`config.mk`:
```
export PLATFORM = sky130hd
export DESIGN_NAME = dmem_arbiter
export DESIGN_NICKNAME = d
export VERILOG_FILES = /design/src/rtl/dmem_arbiter.sv
export SDC_FILE = /design/constraint.sdc
export NUM_CORES = 1
export LEC_CHECK = 0
export BUFFER_PORTS_ARGS = -buffer_cell sky130_fd_sc_hd__buf_2
export CORE_AREA = 2 2 116 118
export CTS_CLUSTER_DIAMETER = 200
export DETAILED_ROUTE_END_ITERATION = 16
export DIE_AREA = 0 0 118 120
export PLACE_DENSITY = 0.66
export SYNTH_ARGS = -nofsm -noshare
export SYNTH_HDL_FRONTEND = slang
export SYNTH_SLANG_ARGS = --single-unit
```
`constraint.sdc`:
```
create_clock -name clk -period 1.5 [get_ports clk]
set_input_delay 0.15 -clock clk [delete_from_list [all_inputs] [get_ports clk]]
set_output_delay 0.15 -clock clk [all_outputs]
set_load 0.02 [all_outputs]
```
`src/rtl/dmem_arbiter.sv`:
```
// Data-memory arbiter: CPU MEM stage (port 0) vs loader/DMA (port 1), fixed CPU priority with loader aging.
// Optional macro DMEM_ARB_LOCK_EN adds dma_lock so the loader can hold the memory across consecutive accesses.
module dmem_arbiter #(
    parameter int AW       = 32,
    parameter int DW       = 32,
    parameter int RD_LAT   = 1,
    parameter int MAX_WAIT = 4
) (
    input  logic          clk,
    input  logic          rst_n,
    input  logic          cpu_req,
    input  logic          cpu_we,
    input  logic [AW-1:0] cpu_addr,
    input  logic [DW-1:0] cpu_wdata,
    output logic          cpu_gnt,
    output logic          cpu_rvalid,
    output logic [DW-1:0] cpu_rdata,
    output logic          cpu_stall,
    input  logic          dma_req,
    input  logic          dma_we,
    input  logic [AW-1:0] dma_addr,
    input  logic [DW-1:0] dma_wdata,
`ifdef DMEM_ARB_LOCK_EN
    input  logic          dma_lock,
`endif
    output logic          dma_gnt,
    output logic          dma_rvalid,
    output logic [DW-1:0] dma_rdata,
    output logic          mem_read,
    output logic          mem_write,
    output logic [AW-1:0] mem_addr,
    output logic [DW-1:0] mem_din,
    input  logic [DW-1:0] mem_dout
);

    localparam logic [3:0] WAIT_MAX = 4'(MAX_WAIT);

    logic [3:0]        wait_cnt;
    logic              lock_act;
    logic              issue_rd;
    logic [RD_LAT-1:0] vld_p;
    logic [RD_LAT-1:0] id_p;

`ifdef DMEM_ARB_LOCK_EN
    logic lock_r;

    always_ff @(posedge clk or negedge rst_n) begin
        if (!rst_n) begin
            lock_r <= 1'b0;
        end else if (dma_gnt && dma_lock) begin
            lock_r <= 1'b1;
        end else if (!dma_req || !dma_lock) begin
            lock_r <= 1'b0;
        end
    end

    assign lock_act = lock_r;
`else
    assign lock_act = 1'b0;
`endif

    // A held lock keeps the loader granted and shuts the CPU out entirely.
    always_comb begin
        dma_gnt   = dma_req & (~cpu_req | (wait_cnt == WAIT_MAX) | lock_act);
        cpu_gnt   = cpu_req & ~dma_gnt & ~lock_act;
        cpu_stall = cpu_req & ~cpu_gnt;
    end

    always_comb begin
        mem_read  = 1'b0;
        mem_write = 1'b0;
        mem_addr  = '0;
        mem_din   = '0;
        if (dma_gnt) begin
            mem_read  = ~dma_we;
            mem_write = dma_we;
            mem_addr  = dma_addr;
            mem_din   = dma_wdata;
        end else if (cpu_gnt) begin
            mem_read  = ~cpu_we;
            mem_write = cpu_we;
            mem_addr  = cpu_addr;
            mem_din   = cpu_wdata;
        end
    end

    assign issue_rd = mem_read;

    always_ff @(posedge clk or negedge rst_n) begin
        if (!rst_n) begin
            wait_cnt <= 4'd0;
        end else if (dma_gnt || !dma_req) begin
            wait_cnt <= 4'd0;
        end else if (wait_cnt != WAIT_MAX) begin
            wait_cnt <= wait_cnt + 4'd1;
        end
    end

    // Stage p0..p(RD_LAT-1): tag travels alongside the memory access; the last stage lines up with mem_dout.
    always_ff @(posedge clk or negedge rst_n) begin
        if (!rst_n) begin
            vld_p <= '0;
        end else begin
            vld_p[0] <= issue_rd;
            for (int i = 1; i < RD_LAT; i++) begin
                vld_p[i] <= vld_p[i-1];
            end
        end
    end

    always_ff @(posedge clk) begin
        id_p[0] <= dma_gnt;
        for (int i = 1; i < RD_LAT; i++) begin
            id_p[i] <= id_p[i-1];
        end
    end

    // Return stage: capture mem_dout into the owning port; rdata holds between pulses.
    always_ff @(posedge clk or negedge rst_n) begin
        if (!rst_n) begin
            cpu_rvalid <= 1'b0;
            dma_rvalid <= 1'b0;
            cpu_rdata  <= '0;
            dma_rdata  <= '0;
        end else begin
            cpu_rvalid <= vld_p[RD_LAT-1] & ~id_p[RD_LAT-1];
            dma_rvalid <= vld_p[RD_LAT-1] &  id_p[RD_LAT-1];
            if (vld_p[RD_LAT-1] && !id_p[RD_LAT-1]) begin
                cpu_rdata <= mem_dout;
            end
            if (vld_p[RD_LAT-1] && id_p[RD_LAT-1]) begin
                dma_rdata <= mem_dout;
            end
        end
    end

endmodule
```
# After elaboration in Yosys (flattened, before gate mapping)
# Cells that the tools add are included.
[op_classes]
add_sub_neg = 1
n_eq_ne = 2
n_mux = 10
bitwise_logic = 12
n_reduce_logical = 6
[ops]
columns = ["op", "count"]
rows = [
  ["$mux W32", 4],
  ["$mux W4", 2],
  ["$not A1 Y1", 6],
  ["$and A1 B1 Y1", 5],
  ["$add A4 B1 Y4 const B", 1],
  ["$eq A4 B3 Y1 const B", 1],
  ["$mux W1", 4],
  ["$ne A4 B3 Y1 const B", 1],
  ["$logic_and A1 B1 Y1", 2],
  ["$logic_not A1 Y1", 2],
  ["$reduce_bool A2 Y1", 1],
  ["$logic_or A1 B1 Y1", 1],
  ["$or A1 B1 Y1", 1],
]
[word_totals]
regBits = 72
input_bits = 166
output_inout_bits = 135
word_cells = 38

# Depth between registers and ports, before layout
# Gate-level depths: netlist of the first run.
[logic_depth]
depth_word = 7
mapped_depth = 8
ltp_nobuf = 5

# Least setup slack after synthesis of the first run
# OpenSTA, ideal clock, no wires.
[synth_path]
kind = "reg2reg"
startpoint = "register wait_cnt[0]"
endpoint = "register vld_p"
setup_time_ns = 0.173
arrival_ns = 1.521
required_ns = 1.327
path_slack_ns = -0.194
path_stages_with_launch = 7
n_path_buf = 1
synth_period_minus_slack_ns = 1.694
path_cell_list = "dfrtp_1 -> inv_1 -> ha_1 -> nand3b_1 -> a21boi_2 -> buf_4 -> mux2i_1"
[synth_via]
elab_chain_len = 7
[synth_lines]
columns = ["item", "line_no", "source"]
rows = [
  ["start: declaration", "38", "logic [3:0] wait_cnt;"],
  ["start signal: assignment", "95", "wait_cnt <= wait_cnt + 4'd1;"],
  ["$eq A4 B3 Y1 (*)", "64", "dma_gnt = dma_req & (~cpu_req | (wait_cnt == WAIT_MAX) | lock_act);"],
  ["$or A1 B1 Y1 (*)", "64", ""],
  ["$and A1 B1 Y1 (*)", "64", ""],
  ["$not A1 Y1", "65", "cpu_gnt = cpu_req & ~dma_gnt & ~lock_act;"],
  ["$and A1 B1 Y1", "65", ""],
  ["$mux W1", "79", "end else if (cpu_gnt) begin"],
  ["$mux W1 (*)", "74", "if (dma_gnt) begin"],
  ["net mem_read", "29", "output logic mem_read,"],
  ["end signal: indexed assignment", "106", "vld_p[i] <= vld_p[i-1];"],
  ["end: declaration", "41", "logic [RD_LAT-1:0] vld_p;"],
]
# Mark *: on every way through the listed nets, which the timed path passes. The rest lies on a longest branch.
# A chain may end at the register's enable or synchronous reset.

# Worst setup path in the final report of the first run
[layout_path]
startpoint = "register wait_cnt[1]"
endpoint = "output mem_read"
[layout_via]
elab_chain_len = 7
[layout_lines]
columns = ["item", "line_no"]
rows = [
  ["$eq A4 B3 Y1 (*)", "64"],
  ["$or A1 B1 Y1 (*)", "64"],
  ["$and A1 B1 Y1 (*)", "64"],
  ["$not A1 Y1", "65"],
  ["$and A1 B1 Y1", "65"],
  ["$mux W1", "79"],
  ["$mux W1 (*)", "74"],
  ["end: declaration", "29"],
]
# Every way passes the cells marked *; elsewhere a longest branch is shown, timed or not.

==> flow_metrics.tcl, run 1 <==
set metrics [dict create \
    rows 42 \
    drv_slew 0 \
    worstSetupStartpointType "flip-flop" \
    end_kind "output port" \
    crit_top_cell "buf_12" \
    leakage_nw 3.32 \
    slowest_delay_ns 0.39 \
    power_density_mw_per_mm2 1160 \
    core_area_sq_mm 0.0130 \
    setup_violations 70 \
    nNetsFinal 866 \
    r2r-start "wait_cnt[1]$_DFFE_PN0P_" \
    drc 0 \
    reg2reg_to "vld_p$_DFF_PN0_" \
    seq_power_share 0.330 \
    synth_fa_ha_area_frac 0.00654 \
    min_path_cells 2 \
    irDropWorstVdd_uv 559 \
    rsz0062_at_grt "yes" \
    critical-path-slowest-cell "dfrtp_1" \
    synth_top_family_by_area "multiplexers" \
    syn_nets 559 \
    clock_latency_ns 0.32 \
    drv_cap 0 \
    reg2reg_setup_slack_ns -0.10 \
    finalWirelength_um 13800 \
    die_h_um 120 \
    cp.arrival_ns 1.88 \
    drtAntennaViolNets 0 \
    synth_top_area_cell "dfrtp_1" \
    fin_setup_tns_ns -33.96 \
    cp_num_cells 8 \
    cts.sinks 72 \
    first_iter_violations 201 \
    synth_area_sq_mm 0.00383 \
    status "finished, violations left" \
    final_util 0.504 \
    fmax_ghz 0.491 \
    path_cells "inv_2 -> ha_4 -> nand3b_1 -> a21boi_4 -> buf_12 -> buf_12 -> mux2i_4 -> buf_6" \
    worstSetupPathType "flip-flop to output port" \
    finalHoldViolations 0 \
    dpl_cell_area_sq_mm 0.00583 \
    synth-simple-area-share 0.146 \
    p_switching_mw 2.49 \
    hp-start "mem_dout[23]" \
    design_area_sq_mm 0.00654 \
    critical-path-top-delay-family "buffers and inverters" \
    worst_pin_slew_ns 0.372 \
    start_util 0.295 \
    comb_power_share 0.342 \
    synth_seq_cells 72 \
    dp.cells 856 \
    diodes 0 \
    p_clk_frac 0.328 \
    failed_checks "setup timing" \
    grt_remaining_overflow 0 \
    grt_max_degree 72 \
    num_vias 4146 \
    setup_ws_ns -0.535 \
    die-area_sq_mm 0.0142 \
    whs_endpoint "cpu_rdata[23]$_DFFE_PN0P_" \
    slew_headroom 0.752 \
    synth_top_area_frac 0.464 \
    io_buffer_count 300 \
    synth_area_leaders "dfrtp_1 (46%), mux2_2 (19%), nand2_1 (13%)" \
    synthMuxAreaShare 0.191 \
    synth_cell_types 22 \
    clock-skew-final_ns 0.00368 \
    switching_share 0.327 \
    required_ns 1.35 \
    synthXorXnorAreaFrac 0.00458 \
    vias_per_cell 4.72 \
    instances_no_fill 879 \
    synth_compound_area_frac 0.126 \
    cts_buffers 9 \
    period_needed_ns 2.03 \
    cts.htree.levels 3 \
    path_clk_slew_ns 0.06 \
    boundaryPins 301 \
    min_path_type "input pin to flip-flop" \
    routedWlPerCell_um 15.7 \
    globalRouteTotalUtil 0.187 \
    fin_crit_sh 1.36 \
    yosysSeqAreaShare 0.469 \
    critPathMaxFanout 7 \
    cts-root-buf "clkbuf_16" \
    rr_worst_depth 8 \
    worst-path-buf-inv 4 \
    firstDrtPassIters 4 \
    grt_pass1_wl_um 21100 \
    yosysWarnings 0 \
    synth_cells 391 \
    hpwl_um 10400 \
    drive_above_1_share 0.634 \
    finalWeightedCongestion 0.924 \
    cts_buffer_depth 2 \
    dieWidth_um 118 \
    dpl_worst_slack_ns -0.342 \
    grt_pass1_vias 4088 \
    antenna_found_initial 0 \
    cts_tree "done" \
    syn_avg_cell_area_sq_um 9.79 \
    area_delta_synth_final_pct 70.9 \
    p_int_mw 5.11 \
]
-- routing by layer --
| metal | track usage | up-vias | share of wire |
|---|---|---|---|
| met4 | 0.0617 | 0 | 0.018 |
| met1 | 0.221 | 1941 | 0.40 |
| met3 | 0.0532 | 20 | 0.078 |
| met5 | 0 | - | 0 |
| met2 | 0.326 | 211 | 0.51 |
| li1 | - | 1974 | - |
-- cells in the final DEF (no fill, tap or decap), types with 4 or more instances in the layout --
master / instances
and3_1: 4
buf_12: 13
buf_2: 274
buf_4: 25
buf_6: 18
clkbuf_16: 10
dfrtp_1: 71
mux2_2: 64
nand2_1: 131
o22ai_1: 38
o22ai_2: 13
o22ai_4: 14
-- synthesized netlist by cell type (all sizes together) --
| master | n |
|---|---|
| nand3b | 1 |
| nand2b | 2 |
| mux2 | 64 |
| and2 | 2 |
| nand2 | 131 |
| o22ai | 65 |
| a21boi | 1 |
| ha | 2 |
| nand3 | 1 |
| clkbuf | 12 |
| mux2i | 1 |
| and3 | 4 |
| xor2 | 1 |
| dfxtp | 1 |
| nor2b | 1 |
| inv | 4 |
| dfrtp | 71 |
| xnor2 | 1 |
| buf | 26 |
-- timing repair --
action / CTS / global route
hold endpoints to repair: 71 / 0
setup buffers: 4 / 0
hold buffers: 1 / 0
setup endpoints to repair: 70 / 71
pin swaps: 4 / 9
cloned: 1 / 1
resized for setup: 60 / 8
-- how the worst max path moves through the flow --
stage                                 start           end  slack, ns
global route        wait_cnt[1]$_DFFE_PN0P_      mem_read      -0.63
CTS                 wait_cnt[0]$_DFFE_PN0P_      mem_read      -0.58
finish              wait_cnt[1]$_DFFE_PN0P_      mem_read      -0.53
floorplan           wait_cnt[0]$_DFFE_PN0P_  mem_addr[10]       -0.1
global placement    wait_cnt[0]$_DFFE_PN0P_   mem_addr[3]      -0.33
detailed placement  wait_cnt[0]$_DFFE_PN0P_   mem_addr[3]      -0.34
-- power by group through the flow --
| stage | registers (mW) | logic, mW | clock network [mW] |
|---|---|---|---|
| after floorplan | 3.04 | 0.940 | 0 |
| after global placement | 2.52 | 2.46 | 0 |
| after detailed placement | 2.54 | 2.47 | 0 |
| after CTS | 2.51 | 2.59 | 2.56 |
| after global routing | 2.56 | 2.76 | 2.64 |
| final | 2.51 | 2.60 | 2.50 |
-- final cells by class --
cell class,count,area [sq um]
clock buffers,9,225
clock inverters,7,125
fillers,1198,6440
inverters,4,15.0
multi-input cells,277,2060
flip-flops and latches,72,1800
well taps,176,220
repair buffers,334,2100
-- logic make-up (layout without fill, tap and decap cells) --
group	after synthesis	after routing
AND/OR/NAND/NOR	142	142
flip-flops	72	72
AO/OA/AOI/OAI	66	66
multiplexers	65	65
buffers and inverters	42	354
adder cells (fa/ha/maj)	2	2
XOR/XNOR	2	2
-- through the flow --
step	power [mW]	hold slack, ns
after floorplan	3.98	-0.146
after global placement	4.98	0.208
after detailed placement	5.02	0.212
after CTS	7.67	0.0570
after global routing	7.96	0.0658
final	7.60	0.0694
-- state kept, by name, summed over array words and instances (netlist names) --
register    flops
cpu_rdata      32
vld_p           1
wait_cnt        4
id_p            1
cpu_rvalid      1
dma_rvalid      1
dma_rdata      32
Power figures use the tool's default switching activity.
==> inputs of run 2 (changes only) <==
==> constraint.sdc (replaced) <==
create_clock -name clk -period 1.5 [get_ports clk]
set_input_delay 0.3 -clock clk [delete_from_list [all_inputs] [get_ports clk]]
set_output_delay 0.3 -clock clk [all_outputs]
set_load 0.02 [all_outputs]
==> run 2 against run 1 <==
Effect of this change: the flow still finishes with violations (setup timing); maximum frequency fell by 7.4%; sequential power barely moved; clock skew barely moved; non-clock buffer count rose by 12; largest power group unchanged.
==> flow_metrics.tcl, run 2 (synthesis gave the netlist of run 1 again) <==
set metrics [dict create \
    status "finished, violations left" \
    clock-skew-final_ns 0.00328 \
    critical-path-slowest-cell "dfrtp_1" \
    worstSetupStartpointType "flip-flop" \
    critPathMaxFanout 8 \
    slew_headroom 0.784 \
    globalRouteTotalUtil 0.194 \
    boundaryPins 301 \
    clock_latency_ns 0.32 \
    fin_setup_tns_ns -45.81 \
    rows 42 \
    firstDrtPassIters 4 \
    drtAntennaViolNets 0 \
    setup_ws_ns -0.697 \
    layout_commonest_cell "buf_2" \
    worst_pin_slew_ns 0.324 \
    finalHoldViolations 0 \
    routedWlPerCell_um 17.2 \
    worstSetupPathType "flip-flop to output port" \
    num_vias 4294 \
    wl_met1_um 5840 \
    irDropWorstVdd_uv 536 \
    hp-start "mem_dout[13]" \
    cts-root-buf "clkbuf_16" \
    min_path_cells 2 \
    io_buffer_count 300 \
    power_density_mw_per_mm2 1030 \
    nNetsFinal 878 \
    first_iter_violations 220 \
    end_kind "output port" \
    leakage_nw 3.57 \
    die_h_um 120 \
    min_path_type "input pin to flip-flop" \
    path_cells "inv_2 -> ha_4 -> nand3b_1 -> a21boi_4 -> buf_12 -> mux2i_4 -> buf_6" \
    cp.arrival_ns 1.90 \
    cts.htree.levels 3 \
    dieWidth_um 118 \
    reg2reg_to "vld_p$_DFF_PN0_" \
    area_delta_synth_final_pct 93.6 \
    slowest_delay_ns 0.39 \
    reg_top3 "cpu_rdata x32, dma_rdata x32, wait_cnt x4" \
    whs_endpoint "dma_rdata[13]$_DFFE_PN0P_" \
    dp.cells 853 \
    path_clk_slew_ns 0.06 \
    whs_ns 0.221 \
    die-area_sq_mm 0.0142 \
    start_util 0.295 \
    vias_per_cell 4.82 \
    wl_met3_um 940 \
    cts_tree "done" \
    period_needed_ns 2.20 \
    r2r-start "wait_cnt[1]$_DFFE_PN0P_" \
    final_cell_mix "buf_2 (238), nand2_1 (131), dfrtp_1 (71)" \
    hpwl_um 10700 \
    grt_pass1_vias 4362 \
    multi_input_area_sq_mm 0.00245 \
    finalWirelength_um 15400 \
    setup_violations 72 \
    drv_cap 0 \
    drv_slew 0 \
    cts.sinks 72 \
    routed.top_layer "met5" \
    reg2reg_setup_slack_ns -0.27 \
    instances_no_fill 891 \
    core_area_sq_mm 0.0130 \
    fmax_ghz 0.455 \
    grt_remaining_overflow 0 \
    failed_checks "setup timing" \
    grt_max_degree 54 \
    required_ns 1.20 \
    fin_crit_sh 1.46 \
    cts_buffers 9 \
    rsz0062_at_grt "yes" \
    drive_above_1_share 0.695 \
    final_util 0.571 \
    rr_worst_depth 9 \
    grt_pass1_wl_um 21800 \
    ff_latch_area_sq_mm 0.00180 \
    n_fill_cell 1089 \
    finalWeightedCongestion 0.947 \
    diodes 0 \
    dr_wl_met2_um 8170 \
    cts_buffer_depth 2 \
    antenna_found_initial 1 \
    drc 0 \
]
## run 2: final cells by class
class,instances,share of cell area
Timing Repair Buffer,346,0.352
Clock inverter,5,0.00861
Multi-Input combinational cell,277,0.331
Inverter,4,0.00203
Tap cell,176,0.0297
Clock buffer,11,0.0341
Sequential cell,72,0.242
## run 2: routing by layer
layer  vias up  track usage
met5         -            0
met4         2       0.0798
met3        32       0.0471
met2       221        0.345
met1      2039        0.224
li1       2000            -
## run 2: worst max-delay path by stage
stage                       end  slack [ns]               startpoint
detailed placement  mem_addr[2]       -0.44  wait_cnt[1]$_DFFE_PN0P_
CTS                 mem_addr[2]       -0.72  wait_cnt[0]$_DFFE_PN0P_
global route           mem_read       -0.79  wait_cnt[1]$_DFFE_PN0P_
global placement    mem_addr[2]       -0.38  wait_cnt[1]$_DFFE_PN0P_
floorplan           mem_din[21]       -0.21  wait_cnt[0]$_DFFE_PN0P_
finish                 mem_read       -0.70  wait_cnt[1]$_DFFE_PN0P_
## run 2: timing repair
action	in CTS	in global routing
setup endpoints to repair	72	75
gates resized for setup	44	110
hold endpoints to repair	71	0
hold buffers	1	0
cloned	3	8
pin swaps	1	16
buffers inserted	5	6
## run 2: through the flow
stage	instance area (sq um)	setup slack [ns]	total power, mW
global route	7410	-0.794	8.03
global placement	6210	-0.376	5.09
finish	7410	-0.697	7.66
detailed placement	6210	-0.440	5.16
CTS	6820	-0.724	7.48
floorplan	4390	-0.211	4.13
## run 2: power breakdown
part | leakage (nW) | total (mW) | internal (mW) | switching, mW
clock network | 0.152 | 2.17 | 1.39 | 0.784
registers | 0.848 | 2.52 | 2.34 | 0.182
logic | 2.57 | 2.97 | 1.37 | 1.60
## run 2: critical path: cells and delay by family, from the launching register on
family                     cells  cell delay, ns
muxes                          1            0.27
DFF                            1            0.39
AOI/OAI and AO/OA              1            0.25
buffers and inverters          3            0.41
adders and majority gates      1            0.12
and+or+nand+nor                1            0.13
